`config.mk`:
```
export PLATFORM = sky130hd
export DESIGN_NAME = sead_scrubber
export DESIGN_NICKNAME = d
export VERILOG_FILES = /design/src/rtl/sead_scrubber.sv
export SDC_FILE = /design/constraint.sdc
export NUM_CORES = 1
export LEC_CHECK = 0
export BUFFER_PORTS_ARGS = -buffer_cell sky130_fd_sc_hd__buf_2
export CORE_MARGIN = 8
export CORE_UTILIZATION = 35
export CTS_BUF_LIST = sky130_fd_sc_hd__clkbuf_8
export DETAILED_ROUTE_END_ITERATION = 16
export SYNTH_ARGS = -nofsm -noshare
export SYNTH_HDL_FRONTEND = slang
export SYNTH_SLANG_ARGS = --single-unit
```
`constraint.sdc`:
```
create_clock -name clk -period 4.1 [get_ports clk]
set_input_delay 0.82 -clock clk [delete_from_list [all_inputs] [get_ports clk]]
set_output_delay 0.82 -clock clk [all_outputs]
set_load 0.02 [all_outputs]
```
`src/rtl/sead_scrubber.sv`:
```
// Background scrubber for SEAD-protected 32-bit words (3 x 11-bit SEC-DED chunks).
// Reads each entry, decodes it and writes back a re-encoded word when a single
// correctable error is found; double errors are counted and flagged only.
// Handshake: a storage transfer happens in every cycle where mem_req && mem_gnt;
// mem_req, mem_we and mem_addr stay stable until that cycle, and read data
// arrives with mem_rvalid exactly one cycle after a granted read.
module sead_scrubber #(
  parameter int DEPTH    = 32,
  parameter int ADDR_W   = 5,
  parameter int INTERVAL = 1024,
  parameter int CNT_W    = 16
) (
  input  logic              clk,
  input  logic              rstN,
  input  logic              enable,
  input  logic              scrub_now,
  output logic              mem_req,
  output logic              mem_we,
  output logic [ADDR_W-1:0] mem_addr,
  output logic [31:0]       mem_wdata,
  output logic [14:0]       mem_wparity,
  input  logic              mem_gnt,
  input  logic              mem_rvalid,
  input  logic [31:0]       mem_rdata,
  input  logic [14:0]       mem_rparity,
  input  logic              core_wr,
  input  logic [ADDR_W-1:0] core_wr_addr,
  output logic [CNT_W-1:0]  corr_count,
  output logic [CNT_W-1:0]  uncorr_count,
  output logic [ADDR_W-1:0] last_err_addr,
  output logic              uncorr_irq,
  output logic              pass_done,
  output logic              busy
);

  localparam int IW = (INTERVAL > 1) ? $clog2(INTERVAL) : 1;

  typedef enum logic [2:0] {
    S_IDLE, S_WAIT, S_RD_REQ, S_RD_WAIT, S_CHECK, S_ENC, S_WR_REQ, S_NEXT
  } state_t;

  state_t            state_q, state_d;
  logic [ADDR_W-1:0] addr_q;
  logic [IW-1:0]     icnt_q;
  logic              sweep_q;
  logic              stale_q;
  logic [31:0]       raw_data_q;
  logic [14:0]       raw_par_q;
  logic [31:0]       corr_q;
  logic [31:0]       iv_raw, iv_corr, corr_data;
  logic [14:0]       regen_par;
  logic              dbl, single, wrap, stale_hit;

  // Hamming check bits {p8,p4,p2,p1}; data bits sit at positions 3,5,6,7,9..15.
  function automatic logic [3:0] chk4(input logic [10:0] d);
    return {^(d & 11'b11111110000), ^(d & 11'b11110001110),
            ^(d & 11'b11001101101), ^(d & 11'b10101011011)};
  endfunction

  // 5 parity bits of one chunk: {overall, p8, p4, p2, p1}.
  function automatic logic [4:0] enc5(input logic [10:0] d);
    logic [3:0] c;
    c = chk4(d);
    return {^d ^ ^c, c};
  endfunction

  // Data bit i goes to chunk i%3, slot i/3, so a burst hits different chunks.
  function automatic logic [31:0] ilv(input logic [31:0] d);
    logic [31:0] r;
    for (int i = 0; i < 32; i++) r[(i % 3) * 11 + i / 3] = d[i];
    return r;
  endfunction

  function automatic logic [31:0] dilv(input logic [31:0] iv);
    logic [31:0] r;
    for (int i = 0; i < 32; i++) r[i] = iv[(i % 3) * 11 + i / 3];
    return r;
  endfunction

  // Full 15-bit parity of a data word; chunk 3 carries a constant-zero pad bit.
  function automatic logic [14:0] enc_word(input logic [31:0] d);
    logic [31:0] iv;
    iv = ilv(d);
    return {enc5({1'b0, iv[31:22]}), enc5(iv[21:11]), enc5(iv[10:0])};
  endfunction

  // Nonzero syndrome with even overall parity means two flipped bits.
  function automatic logic dbl11(input logic [10:0] d, input logic [4:0] p);
    return ((chk4(d) ^ p[3:0]) != 4'd0) && !(^{d, p});
  endfunction

  // Data flip mask for a single error; parity-bit errors need no data flip.
  function automatic logic [10:0] flip11(input logic [10:0] d, input logic [4:0] p);
    logic [3:0]  syn;
    logic [10:0] fm;
    syn = chk4(d) ^ p[3:0];
    fm  = '0;
    if (^{d, p}) begin
      case (syn)
        4'd3:  fm[0]  = 1'b1;
        4'd5:  fm[1]  = 1'b1;
        4'd6:  fm[2]  = 1'b1;
        4'd7:  fm[3]  = 1'b1;
        4'd9:  fm[4]  = 1'b1;
        4'd10: fm[5]  = 1'b1;
        4'd11: fm[6]  = 1'b1;
        4'd12: fm[7]  = 1'b1;
        4'd13: fm[8]  = 1'b1;
        4'd14: fm[9]  = 1'b1;
        4'd15: fm[10] = 1'b1;
        default: fm = '0;
      endcase
    end
    return fm;
  endfunction

  // Decode the captured word: correct each chunk, drop chunk 3's pad, classify.
  always_comb begin
    iv_raw  = ilv(raw_data_q);
    iv_corr = {iv_raw[31:22] ^ 10'(flip11({1'b0, iv_raw[31:22]}, raw_par_q[14:10])),
               iv_raw[21:11] ^ flip11(iv_raw[21:11], raw_par_q[9:5]),
               iv_raw[10:0]  ^ flip11(iv_raw[10:0], raw_par_q[4:0])};
    corr_data = dilv(iv_corr);
    regen_par = enc_word(corr_data);
    dbl       = dbl11(iv_raw[10:0], raw_par_q[4:0])
              | dbl11(iv_raw[21:11], raw_par_q[9:5])
              | dbl11({1'b0, iv_raw[31:22]}, raw_par_q[14:10]);
    single    = !dbl && ((corr_data != raw_data_q) || (regen_par != raw_par_q));
  end

  assign wrap       = (addr_q == ADDR_W'(DEPTH - 1));
  assign mem_addr   = addr_q;
  assign busy       = (state_q != S_IDLE) && (state_q != S_WAIT);
  assign uncorr_irq = (state_q == S_CHECK) && dbl;
  assign pass_done  = (state_q == S_NEXT) && wrap;

  // A core write to the entry in flight makes the pending write-back stale.
  assign stale_hit = core_wr && (core_wr_addr == addr_q) &&
                     (((state_q == S_RD_REQ) && mem_gnt) || (state_q == S_RD_WAIT) ||
                      (state_q == S_CHECK) || (state_q == S_ENC) ||
                      ((state_q == S_WR_REQ) && !mem_gnt));

  // Next-state and storage request decode.
  always_comb begin
    state_d = state_q;
    mem_req = 1'b0;
    mem_we  = 1'b0;
    case (state_q)
      S_IDLE: begin
        if (scrub_now)   state_d = S_RD_REQ;
        else if (enable) state_d = S_WAIT;
      end
      S_WAIT: begin
        if (scrub_now)           state_d = S_RD_REQ;
        else if (!enable)        state_d = S_IDLE;
        else if (icnt_q == '0)   state_d = S_RD_REQ;
      end
      S_RD_REQ: begin
        mem_req = 1'b1;
        if (mem_gnt) state_d = S_RD_WAIT;
      end
      S_RD_WAIT: begin
        if (mem_rvalid) state_d = S_CHECK;
      end
      S_CHECK: begin
        if (!dbl && single) state_d = S_ENC;
        else                state_d = S_NEXT;
      end
      S_ENC: state_d = S_WR_REQ;
      S_WR_REQ: begin
        if (stale_q) begin
          state_d = S_NEXT;
        end else begin
          mem_req = 1'b1;
          mem_we  = 1'b1;
          if (mem_gnt) state_d = S_NEXT;
        end
      end
      S_NEXT: begin
        if (sweep_q && !wrap) state_d = S_RD_REQ;
        else if (enable)      state_d = S_WAIT;
        else                  state_d = S_IDLE;
      end
      default: state_d = S_IDLE;
    endcase
  end

  // State, datapath and statistics registers.
  always_ff @(posedge clk or negedge rstN) begin
    if (!rstN) begin
      state_q       <= S_IDLE;
      addr_q        <= '0;
      icnt_q        <= '0;
      sweep_q       <= 1'b0;
      stale_q       <= 1'b0;
      raw_data_q    <= '0;
      raw_par_q     <= '0;
      corr_q        <= '0;
      mem_wdata     <= '0;
      mem_wparity   <= '0;
      corr_count    <= '0;
      uncorr_count  <= '0;
      last_err_addr <= '0;
    end else begin
      state_q <= state_d;
      if ((state_d == S_WAIT) && (state_q != S_WAIT)) icnt_q <= IW'(INTERVAL - 1);
      else if ((state_q == S_WAIT) && (icnt_q != '0))  icnt_q <= icnt_q - 1'b1;
      if (((state_q == S_IDLE) || (state_q == S_WAIT)) && scrub_now) sweep_q <= 1'b1;
      else if ((state_q == S_NEXT) && wrap)                          sweep_q <= 1'b0;
      if ((state_q == S_RD_WAIT) && mem_rvalid) begin
        raw_data_q <= mem_rdata;
        raw_par_q  <= mem_rparity;
      end
      if (state_q == S_CHECK) begin
        corr_q <= corr_data;
        if (dbl) begin
          if (uncorr_count != {CNT_W{1'b1}}) uncorr_count <= uncorr_count + 1'b1;
          last_err_addr <= addr_q;
        end else if (single) begin
          if (corr_count != {CNT_W{1'b1}}) corr_count <= corr_count + 1'b1;
          last_err_addr <= addr_q;
        end
      end
      if (state_q == S_ENC) begin
        mem_wdata   <= corr_q;
        mem_wparity <= enc_word(corr_q);
      end
      if (state_q == S_NEXT) begin
        addr_q  <= wrap ? '0 : addr_q + 1'b1;
        stale_q <= 1'b0;
      end else if (stale_hit) begin
        stale_q <= 1'b1;
      end
    end
  end

endmodule

```
=== After elaboration in Yosys (flattened, before gate mapping) ===
Cells that the tools add are included.
W data, S select, Z words.

* Add/subtract/negate cells: 4
* Eq/ne operators: 47
* Multiplexer cells: 60
* Bitwise logic cells: 15
* Reductions and logical operators: 94

{| class="wikitable"
|+ Operators with widths
! kind !! count
|-
| $reduce_xor A11 Y1 || 42
|-
| $eq A4 B4 Y1 const B || 20
|-
| $reduce_xor A16 Y1 || 3
|-
| $mux W1 || 39
|-
| $eq A4 B3 Y1 const B || 9
|-
| $add A16 B1 Y16 const B || 2
|-
| $ne A16 B16 Y1 const B || 2
|-
| $ne A32 B32 Y1 || 1
|-
| $mux W10 || 3
|-
| $mux W3 || 9
|-
| $pmux W3 S8 || 1
|-
| $reduce_xor A4 Y1 || 6
|-
| $mux W11 || 2
|-
| $xor A11 B11 Y11 || 2
|-
| $logic_and A1 B1 Y1 || 17
|-
| $mux W5 || 3
|-
| $ne A15 B15 Y1 || 1
|-
| $eq A3 B3 Y1 const B || 4
|-
| $eq A4 B2 Y1 const B || 3
|-
| $reduce_bool A4 Y1 || 3
|-
| $xor A4 B4 Y4 || 3
|-
| $logic_not A10 Y1 || 1
|-
| $reduce_bool A10 Y1 || 1
|-
| $sub A10 B1 Y10 const B || 1
|-
| 20 further kinds || 42
|}

* Register bits after elaboration: 183
* Input bits: 59
* Output and inout port bits: 94
* Logic and storage cells: 233

=== Depth between registers and ports, before layout ===
Gate-level depths: netlist of the first run.

* Depth after elaboration: 18
* Mapped depth: 15
* Mapped depth without buffers: 12

=== Least setup slack after synthesis of the first run ===
OpenSTA, ideal clock, no wires.

* Path kind: reg2reg
* Start: register raw_data_q[13]
* End: register last_err_addr[0]
* Library setup time: 0.125 ns
* Arrival time: 3.580 ns
* Required time: 3.975 ns
* Path slack: 0.395 ns
* Stages on the path, launching flop included: 14
* Clock period less this slack: 3.705 ns
* Cell sequence: dfrtp_1 > buf_6 > xor2_2 > xnor3_2 > or3_4 > a211oi_4 > xnor3_1 > or3_4 > and3b_1 > mux2i_1 > a2bb2oi_2 > nand4b_4 > nand2_4 > mux2_4

* Cells in the longest elaborated chain, start to end: 14
* Elaborated cells between the ends (all ways): 48
* Those cells by class: eq/ne: 13; mux: 13; bitwise: 5; reduce/logical: 17

{| class="wikitable"
|+ Ends and longest elaborated chain
! what !! line !! RTL
|-
| start, declared || 47 || <nowiki>logic [31:0] raw_data_q;</nowiki>
|-
| start signal, assigned || 211 || <nowiki>raw_data_q <= mem_rdata;</nowiki>
|-
| $reduce_xor A11 Y1, on equally long branches || 57, 56 ||
|-
| $xor A4 B4 Y4 || 89, 96 ||
|-
| $eq A4 B2 Y1 (tied with other cells) || 99 || <nowiki>case (syn)</nowiki>
|-
| $mux W1 || 99 ||
|-
| $mux W11 || 98 || <nowiki>if (^{d, p}) begin</nowiki>
|-
| $xor A11 B11 Y11 || 121 || <nowiki>iv_raw[21:11] ^ flip11(iv_raw[21:11], raw_par_q[9:5]),</nowiki>
|-
| $reduce_xor A11 Y1, on equally long branches || 57, 56 ||
|-
| $reduce_xor A4 Y1 || 64 || <nowiki>return {^d ^ ^c, c};</nowiki>
|-
| $xor A1 B1 Y1 || 64 ||
|-
| $ne A15 B15 Y1 || 128 || <nowiki>single = !dbl && ((corr_data != raw_data_q) || (regen_par != raw_par_q));</nowiki>
|-
| $logic_or A1 B1 Y1 || 128 ||
|-
| $logic_and A1 B1 Y1 || 128 ||
|-
| $reduce_bool A2 Y1 (no line) || -- ||
|-
| $reduce_and A2 Y1 (no line) || -- ||
|-
| end signal, assigned || 218 || <nowiki>last_err_addr <= addr_q;</nowiki>
|-
| end signal, assigned || 221 || <nowiki>last_err_addr <= addr_q;</nowiki>
|-
| end, declared || 30 || <nowiki>output logic [ADDR_W-1:0] last_err_addr,</nowiki>
|}

Parallel ways exist; a longest one is shown, timed or not.
A chain may end at the register's enable or synchronous reset.

=== Final worst setup path of the first run ===
* Start: register raw_data_q[15]
* End: output uncorr_irq

* Cells in the longest elaborated chain, start to end: 7
* Elaborated cells between the ends (all ways): 10
* Those cells by class: bitwise: 3; reduce/logical: 7

{| class="wikitable"
|+ Ends and longest elaborated chain
! what !! line !! RTL
|-
| $reduce_xor A11 Y1, on equally long branches || 57, 56 ||
|-
| $xor A4 B4 Y4 || 89 || <nowiki>return ((chk4(d) ^ p[3:0]) != 4'd0) && !(^{d, p});</nowiki>
|-
| $reduce_bool A4 Y1 || 89 ||
|-
| $logic_and A1 B1 Y1 * || 89 ||
|-
| $or A1 B1 Y1 * || 126 || <nowiki>| dbl11(iv_raw[21:11], raw_par_q[9:5])</nowiki>
|-
| $or A1 B1 Y1 * || 127 || <nowiki>| dbl11({1'b0, iv_raw[31:22]}, raw_par_q[14:10]);</nowiki>
|-
| $logic_and A1 B1 Y1 * || 134 || <nowiki>assign uncorr_irq = (state_q == S_CHECK) && dbl;</nowiki>
|-
| end, declared || 31 || <nowiki>output logic uncorr_irq,</nowiki>
|}

Mark *: on every way between the ends. The rest lies on a longest branch, timed or not.

==> run metrics, run 1 <==
total gr overflow=0; CTS max path bufs=2; Avg Inst Size Synth=roughly 11 µm²; Die H=193.3 µm; Starting Density=approximately a third; Startpoint Class=flip-flop; required time worst endpoint=around 3.3 ns; FMAX=about 260 MHz; Critical Path, Cell by Cell=buf_6 > xnor3_2 > xnor2_4 > xnor2_2 > buf_12 > nand2_1 > buf_4 > o41ai_2 > buf_4 > o221ai_2 > and2_4 > buf_2; CP Max Fanout=7; Slowest Stage Delay on Critical Path=about 0.48 ns; max_cap viols=0; Die Wd=between 150 and 200 µm; RSZ-0062 raised after global routing=false; most frequent cells in the layout=174 x xnor2_1, 172 x dfrtp_1, 151 x buf_2, 102 x nand2_1, 84 x mux2_2; GRT Overall Usage=between 10% and 20%; clk sink count=183; DRT Pass-1 Iters=5; Yosys Warn Count=0; synthesized cell area=around 0.011 mm²; Vias=8,298; Slew @ Worst Pin=approximately 0.8 ns; max-slew violations=0; commonest non-fill, non-tap cell in the layout=xnor2_1; Worst-Skew Late Latency=about 0.50 ns; final setup fails=0; Iter 0 DRT Violations=between 500 and 600; Hold Crit Class=input port to async pin; core area=~0.031 mm²; Async S/R FF share, synth=100.0%; TritonCTS buffer count=17; Net count, final=approximately 1.3k; Hold Buf Count CTS=0; WS Path Type=flip-flop to primary output; post-route clock skew=between 0.03 and 0.04 ns; number of synthesized register bits=around 180; DRC Markers=0; first-pass GRT wire length=roughly 46,000 µm; Yosys top cell area share=between 40% and 50%; Synth Net Count=around 1.1k; cell area after placement=between 0.01 and 0.015 mm²; WP data arrival=between 3 and 4 ns; crit path time final=slightly below 4 ns; Synth Flop Type=dfrtp_1; Routed WL=28,920 µm; Worst setup EP type=primary output; antenna violations before repair=0; post-synthesis sequential area ratio=roughly two fifths; Antenna Nets Post-Route=0; largest net degree at the start of global routing=96; io pins=around 150; Reg clk slew, reported paths=about 0.11 ns; diodes inserted=0; Fin Setup TNS=0 ns; Final Hold Viols=0; CTS root buf=clkbuf_8; die area=~0.037 mm²; H-Tree Depth=4; Synth cell types=just under 80; post-place setup slack=-0.02639 ns; fin util=a little over two fifths; Layout Cell Area excl Fill=between 0.01 and 0.015 mm²; Final GP Congestion=0.8502; placed wire-length estimate=~22,000 µm; Avg WL per Cell=17.26 µm; Post-synth EDFFs=0; cell taking the most area after synthesis=dfrtp_1; DR vias/cell=4.951; final setup margin=about 0.19 ns; FP Rows=between 60 and 70; status=completed; max_slew headroom=around 47%; Tcrit/Tclk final=95.25%; synth top area cells=dfrtp_1 42%, xnor2_1 15%, mux2_2 8.6%, xor2_1 4.9%, nand2_1 3.5%; Synth-to-Final Area Change=22.88%; clock tree from TritonCTS=done; Cells after Synth=approximately 1.0k; layout cells sized above 1=between 30 and 40%; Worst path most repeated cell=buf_4; number of port buffers=roughly 150; Worst path slowest cell=xnor3_2; vias in the first global route=around 8.2k
## sequential cells by signal, indices dropped and copies added, names as in the netlist
signal and cells:
corr_q 32, mem_wdata 32, raw_data_q 32, corr_count 16, uncorr_count 16, mem_wparity 15, raw_par_q 15, icnt_q 10
last_err_addr 5, mem_addr 5, state_q 3, stale_q 1, sweep_q 1
## area by class of cell
type | instances | area, µm²
Timing Repair Buffer | 236 | 1433
Sequential cell | 183 | 4593
Inverter | 13 | 48.80
Fill cell | 3072 | 17710
Clock inverter | 15 | 229.0
Multi-Input combinational cell | 810 | 6475
Tap cell | 402 | 503.0
Clock buffer | 17 | 234.0
## logic make-up after synthesis
logic type | share of synthesized area, %
AO/OA/AOI/OAI | 8.657
flip-flops | 41.63
XOR/XNOR | 24.05
adder cells (fa/ha/maj) | 0.5688
AND/OR/NAND/NOR | 12.79
multiplexers | 10.29
buffers and inverters | 2.013
## worst max-delay path, delay by kind of cell, from the launching register on
family	cells	cell delay, ns
AOI/OAI and AO/OA	2	0.30
xor gates and xnor gates	3	0.85
buffers and inverters	5	0.77
DFF	1	0.43
and+or+nand+nor	2	0.24
## synth_stat cells, drive strengths merged, types with 4 or more instances
cell type and instances:
nand3 31, xnor3 10, mux2i 10, nor4 12
dfrtp 183, inv 12, nor2 42, or3 4
a21boi 4, o21ai 77, buf 10, o221ai 4
and3 20, xnor2 194, o22ai 5, nand4 11
or2 4, a211oi 4, nand2 105, a31oi 5
ha 5, nor3 25, mux2 90, a21o 4
xor2 64, clkbuf 30, a21oi 13, nor2b 5
xor3 4, o211ai 10, and2 10
## per-layer routing
| metal | track usage, % | wire [µm] |
|---|---|---|
| met1 | 22.97 | 15010 |
| met2 | 21.52 | 12140 |
| met3 | 3.575 | 1303 |
| met4 | 4.162 | 478 |
| met5 | 0 | 0 |
## stage by stage
step	hold slack, ns	instances
floorplan	0.4667	1046
global placement	0.4587	1633
detailed placement	0.4651	1633
CTS	0.3782	1665
global route	0.4071	1676
finish	0.3864	1676
## path summary, 6_finish.rpt
kind,from,endpoint,slack [ns],cells after the start
max,raw_data_q[15],uncorr_irq,0.19,12
min,rstN,icnt_q[7],0.39,1
max reg2reg,raw_par_q[11],last_err_addr[0],0.22,14
min reg2reg,mem_wparity[5],mem_wparity[5],0.48,2
max in group asynchronous,rstN,raw_data_q[12],2.77,2
min in group clk,mem_wparity[5],mem_wparity[5],0.48,2
## what timing repair did
item                                    in CTS  in global routing
endpoints found under the hold margin        0                  0
resized for setup                           17                 38
buffers inserted                             0                 11
endpoints found under the setup margin      21                 21
pin swaps                                    0                 10
Power of run 1 is not shown: default switching activity piles up to over one toggle a cycle in this logic, so the estimate is an artifact.
==> inputs of run 2 (changes only) <==
--- a/config.mk
+++ b/config.mk
@@ -5,6 +5,7 @@
 export SDC_FILE = /design/constraint.sdc
 export NUM_CORES = 1
 export LEC_CHECK = 0
+export ABC_AREA = 1
 export BUFFER_PORTS_ARGS = -buffer_cell sky130_fd_sc_hd__buf_2
 export CORE_MARGIN = 8
 export CORE_UTILIZATION = 35
==> run 2 against run 1 <==
Net effect:
- area after synthesis grew 23%
- clock skew shrank 0.012 ns
- die area grew 21%
- cell area grew 13%
- register-to-register slack gained 0.14 ns
- cell count grew 60%
- clock-buffer cell count is the same
- sequential share of layout area shrank 4.0 points
- wire length grew 41%
- core utilization shrank 3.4 points
- fmax grew 1.7%
- highest routed layer unchanged
==> run metrics, run 2 <==
Async S/R FF share, synth=between 90% and 100%; CTS root buf=clkbuf_8; TritonCTS buffer count=17; Cells after Synth=a little over 2k; Synth top cells by count=839 x nand2_1, 183 x dfrtp_1, 167 x nand3_1; Fillers=approximately 4k; core area=roughly 0.038 mm²; status=completed; max-slew violations=0; cell taking the most area after synthesis=dfrtp_1; post-route clock skew=between 0.015 and 0.02 ns; most common cell in the netlist=nand2_1; required time worst endpoint=around 3.3 ns; synthesized cell area=around 0.014 mm²; Synth Net Count=between 2k and 2.5k; Vias=about 13k; Slew @ Worst Pin=a little under 0.8 ns; Final GP Congestion=0.9324; Synth-to-Final Area Change=13.12%; layout cells sized above 1=between 15 and 20%; Synth cell types=42; CP Max Fanout=6; Antenna Nets Post-Route=0; Avg WL per Cell=15.21 µm; top flop regs=corr_q (32), mem_wdata (32), raw_data_q (32); final setup fails=0; fin util=approximately two fifths; first-pass GRT wire length=roughly 65,000 µm; GRT Overall Usage=between 10% and 20%; Hold Crit Class=input port to async pin; DRC Markers=0; DRT Pass-1 Iters=5; placed wire-length estimate=32,220 µm; Starting Density=roughly a third; Yosys Warn Count=0; Post-synth EDFFs=0; die area=approximately 0.045 mm²; Critical Path Start=raw_data_q[7]; antenna violations before repair=1; DR vias/cell=4.904; clk sink count=around 180; Yosys top cell area share=between 30% and 40%; clock tree from TritonCTS=done; Iter 0 DRT Violations=approximately 1.1k; Critical Path, Cell by Cell=inv_2 > nand2_1 > nand2_2 > xor2_2 > xor2_1 > nor2_2 > a21oi_1 > or3_4 > nand2_1 > inv_1 > buf_2; area of the multi-input gates=~0.0080 mm²; Die Wd=roughly 210 µm; Synth Flop Type=dfrtp_1; synth top area cells=dfrtp_1 34%, nand2_1 23%, nand3_1 6.2%, xor2_1 5.2%, xnor2_1 4.5%; Slowest Stage Delay on Critical Path=0.53 ns; Worst setup EP type=primary output; Startpoint Class=flip-flop; FF-to-FF Start=raw_data_q[7]; io pins=153; most frequent cells in the layout=838 x nand2_1, 173 x dfrtp_1, 166 x nand3_1, 151 x buf_2, 128 x inv_1; Routed WL=approximately 41,000 µm; FMAX=260.5 MHz; CTS max path bufs=2; Reg clk slew, reported paths=0.12 ns; largest net degree at the start of global routing=93; Worst path slowest cell=dfrtp_1; max_slew headroom=approximately 48%; vias in the first global route=approximately 12k; Net count, final=2,216; number of port buffers=between 150 and 200; H-Tree Depth=4; Worst path most repeated cell=nand2_1; FP Rows=72; number of synthesized register bits=about 180; WP data arrival=3.02 ns; FF/Latch Area=between 0.004 and 0.005 mm²; Die H=212.6 µm; Tcrit/Tclk final=between 90% and 100%; RSZ-0062 raised after global routing=true; Avg Inst Size Synth=approximately 6.7 µm²; R2R depth=26; commonest non-fill, non-tap cell in the layout=nand2_1; WS Path Type=flip-flop to primary output; Worst-Skew Late Latency=0.50 ns; Final Hold Viols=0; max_cap viols=0; total gr overflow=0; post-synthesis sequential area ratio=33.85%; crit path time final=between 3 and 4 ns
==> run 2: kinds of logic after synthesis <==
family	Yosys count	synth area share, %
muxes	1	0.08324
buffers and inverters	233	7.400
AOI/OAI and AO/OA	143	5.827
adders and majority gates	5	0.4625
DFF	183	33.85
xor gates and xnor gates	160	11.08
and+or+nand+nor	1288	41.29
==> run 2: path summary, 6_finish.rpt <==
check | endpoint | slack (ns)
max reg2reg | corr_count[15] | 0.36
max in group asynchronous | raw_data_q[26] | 2.84
min in group clk | mem_wdata[24] | 0.48
min | uncorr_count[15] | 0.39
max | uncorr_irq | 0.26
min reg2reg | mem_wdata[24] | 0.48
==> run 2: per-stage QoR <==
step / setup slack (ns) / cell area, µm² / TNS [ns] / cells / hold slack [ns]
after detailed placement: 0.1988 / 14810 / 0 / 2647 / 0.4536
after floorplan: 1.106 / 13530 / 0 / 2013 / 0.4913
after CTS: 0.01142 / 15230 / 0 / 2679 / 0.3850
after global routing: -0.002667 / 15300 / -0.002667 / 2684 / 0.4248
after global placement: 0.2150 / 14810 / 0 / 2647 / 0.4522
final: 0.2619 / 15300 / 0 / 2684 / 0.3869
==> run 2: final cells by class <==
class / instances / area share (%)
Inverter: 174 / 4.301
Antenna cell: 1 / 0.01635
Multi-Input combinational cell: 1599 / 52.32
Timing Repair Buffer: 177 / 6.419
Sequential cell: 183 / 30.01
Tap cell: 518 / 4.236
Clock inverter: 15 / 1.169
Clock buffer: 17 / 1.529
==> run 2: critical path: cells and delay by family (launching register included) <==
family,cells,cell delay [ns]
compound gates,1,0.14
xor+xnor,2,0.45
buf+inv,3,0.41
flops,1,0.53
simple gates,5,0.97
==> run 2: timing repair <==
item | CTS | global route
pin swaps | 0 | 2
resized for setup | 2 | 15
hold buffers | 0 | 0
endpoints found under the setup margin | 1 | 33
cloned | 0 | 2
buffers inserted | 0 | 2
==> run 2: layer usage <==
metal,part of all wire (%),GRT usage [%]
met1,49,26.21
met2,43,27.45
met3,5.8,2.580
met4,1.9,5.045
met5,0,0
Power of run 2 is left out for the same reason.
==> inputs of run 3 (changes only) <==
--- a/config.mk
+++ b/config.mk
@@ -5,7 +5,6 @@
 export SDC_FILE = /design/constraint.sdc
 export NUM_CORES = 1
 export LEC_CHECK = 0
-export ABC_AREA = 1
 export BUFFER_PORTS_ARGS = -buffer_cell sky130_fd_sc_hd__buf_2
 export CORE_MARGIN = 8
 export CORE_UTILIZATION = 35
==> constraint.sdc (replaced) <==
create_clock -name clk -period 4.1 [get_ports clk]
set_input_delay 0.41 -clock clk [delete_from_list [all_inputs] [get_ports clk]]
set_output_delay 0.41 -clock clk [all_outputs]
set_load 0.02 [all_outputs]
==> run 3 against run 2 <==
Net effect:
- fmax decreased by 2.7%
- cell count decreased by 38%
- core utilization increased by 2.9 points
- critical path type is now flip-flop to flip-flop
==> run metrics, run 3 (synthesis gave the netlist of run 1 again) <==
status=completed; final setup margin=around 0.16 ns; top flop regs=corr_q (32), mem_wdata (32), raw_data_q (32); Worst path slowest cell=or4_1; Net count, final=approximately 1.3k; diodes inserted=0; Worst setup EP type=flip-flop; Final GP Congestion=approximately 0.89; final std cells w/o fill=~1.7k; Slowest Stage Delay on Critical Path=approximately 0.60 ns; clk sink count=183; Startpoint Class=flip-flop; TritonCTS buffer count=17; CP delay by family, top=simple AND/OR/NAND/NOR gates; Die H=193.3 µm; Synth-to-Final Area Change=21.49%; H-Tree Depth=4; Die Wd=slightly below 200 µm; WP buf/inv=1; CTS root buf=clkbuf_8; Reg clk slew, reported paths=0.13 ns; WS Path Type=flip-flop to flip-flop; max_slew headroom=36.25%; Placed Cells=about 1.6k; CTS max path bufs=2; Antenna Nets Post-Route=0; fin util=42.79%; WHS=0.0004279 ns; CP Max Fanout=4; vias in the first global route=8,297; layout cells sized above 1=approximately a third; Starting Density=a little over a third; Slew @ Worst Pin=roughly 0.96 ns; Setup crit end=last_err_addr[4]; area of the multi-input gates=0.006385 mm²; WP data arrival=4.31 ns; Hold Crit Class=input port to async pin; max-slew violations=0; commonest non-fill, non-tap cell in the layout=xnor2_1; Avg WL per Cell=approximately 17 µm; Tcrit/Tclk final=96.21%; DRT Pass-1 Iters=6; Routed WL=between 20,000 and 30,000 µm; FP Rows=65; GRT Overall Usage=between 10% and 20%; Fillers=between 3k and 4k; Critical Path, Cell by Cell=xnor3_1 > xor2_1 > nor4_1 > or2_1 > o21ai_1 > nand4_1 > or4_1 > nor4_4 > buf_4 > nand4b_4 > nand2_4 > mux2_4; die area=~0.037 mm²; Vias=around 8.3k; first-pass GRT wire length=between 40,000 and 50,000 µm; crit path time final=3.945 ns; R2R depth=12; largest net degree at the start of global routing=112; most frequent cells in the layout=183 x xnor2_1, 175 x dfrtp_1, 151 x buf_2, 102 x nand2_1, 84 x mux2_2; Critical Path Start=raw_par_q[11]; max_cap viols=0; post-place setup slack=-0.02597 ns; clock tree from TritonCTS=done; antenna violations before repair=1; Final Hold Viols=0; required time worst endpoint=between 4 and 5 ns; worst flop-to-flop path endpoint=last_err_addr[4]; total gr overflow=0; Worst-Skew Late Latency=0.48 ns; Reg2Reg Setup Slack=0.16 ns; number of port buffers=152; FF-to-FF Start=raw_par_q[11]; final setup fails=0; core area=0.03123 mm²; FMAX=~250 MHz; DRC Markers=0; io pins=~150; post-route clock skew=between 0.02 and 0.025 ns; Critical Path Stages=12; DR vias/cell=a little under 5; FF/Latch Area=around 0.0046 mm²; placed wire-length estimate=between 20,000 and 25,000 µm; Iter 0 DRT Violations=between 400 and 500; Hold Buf Count CTS=0
## run 3: worst reg2reg max path, stage by stage, from the launching register on
cell and delay [ns]:
dfrtp_1 0.43, xnor3_1 0.52, xor2_1 0.37, nor4_1 0.14, or2_1 0.28, o21ai_1 0.25, nand4_1 0.21, or4_1 0.60
nor4_4 0.26, buf_4 0.16, nand4b_4 0.16, nand2_4 0.15, mux2_4 0.30
## run 3: through the flow
stage	setup TNS, ns	area (µm²)
finish	0	13360
global route	-0.008147	13360
CTS	0	13130
detailed placement	-0.1782	12670
global placement	-0.02624	12670
floorplan	0	11000
## run 3: final cells by class
| cell class | instances | area share [%] |
|---|---|---|
| clock buffer | 17 | 1.751 |
| inverter | 13 | 0.3652 |
| timing repair buffer | 231 | 10.41 |
| clock inverter | 15 | 1.582 |
| sequential | 183 | 34.34 |
| tap | 402 | 3.764 |
| multi-input combinational | 810 | 47.78 |
## run 3: metal layers
metal | GRT usage [%] | part of all wire (%) | wire length (µm) | vias up
li1 | - | - | - | 4047
met1 | 23.67 | 52 | 15180 | 4032
met2 | 22.14 | 42 | 12200 | 207
met3 | 2.569 | 4.3 | 1242 | 22
met4 | 3.877 | 1.3 | 386 | 2
met5 | 0 | 0.041 | 12 | -
## run 3: how the worst min path moves through the flow
stage	to	slack (ns)	cells after the start
after floorplan	corr_count[0]	0.11	0
after global placement	mem_wparity[6]	0.46	2
after detailed placement	mem_wparity[5]	0.47	2
after CTS	icnt_q[5]	0.05	1
after global routing	icnt_q[4]	0.05	1
final	icnt_q[4]	0.0004	1
## run 3: repair_timing
item                                    in CTS  in global routing
endpoints found under the setup margin      19                 22
buffers inserted                             0                  5
endpoints found under the hold margin        0                  0
pin swaps                                    0                  3
resized for setup                            2                 35
Power of run 3 is left out for the same reason.
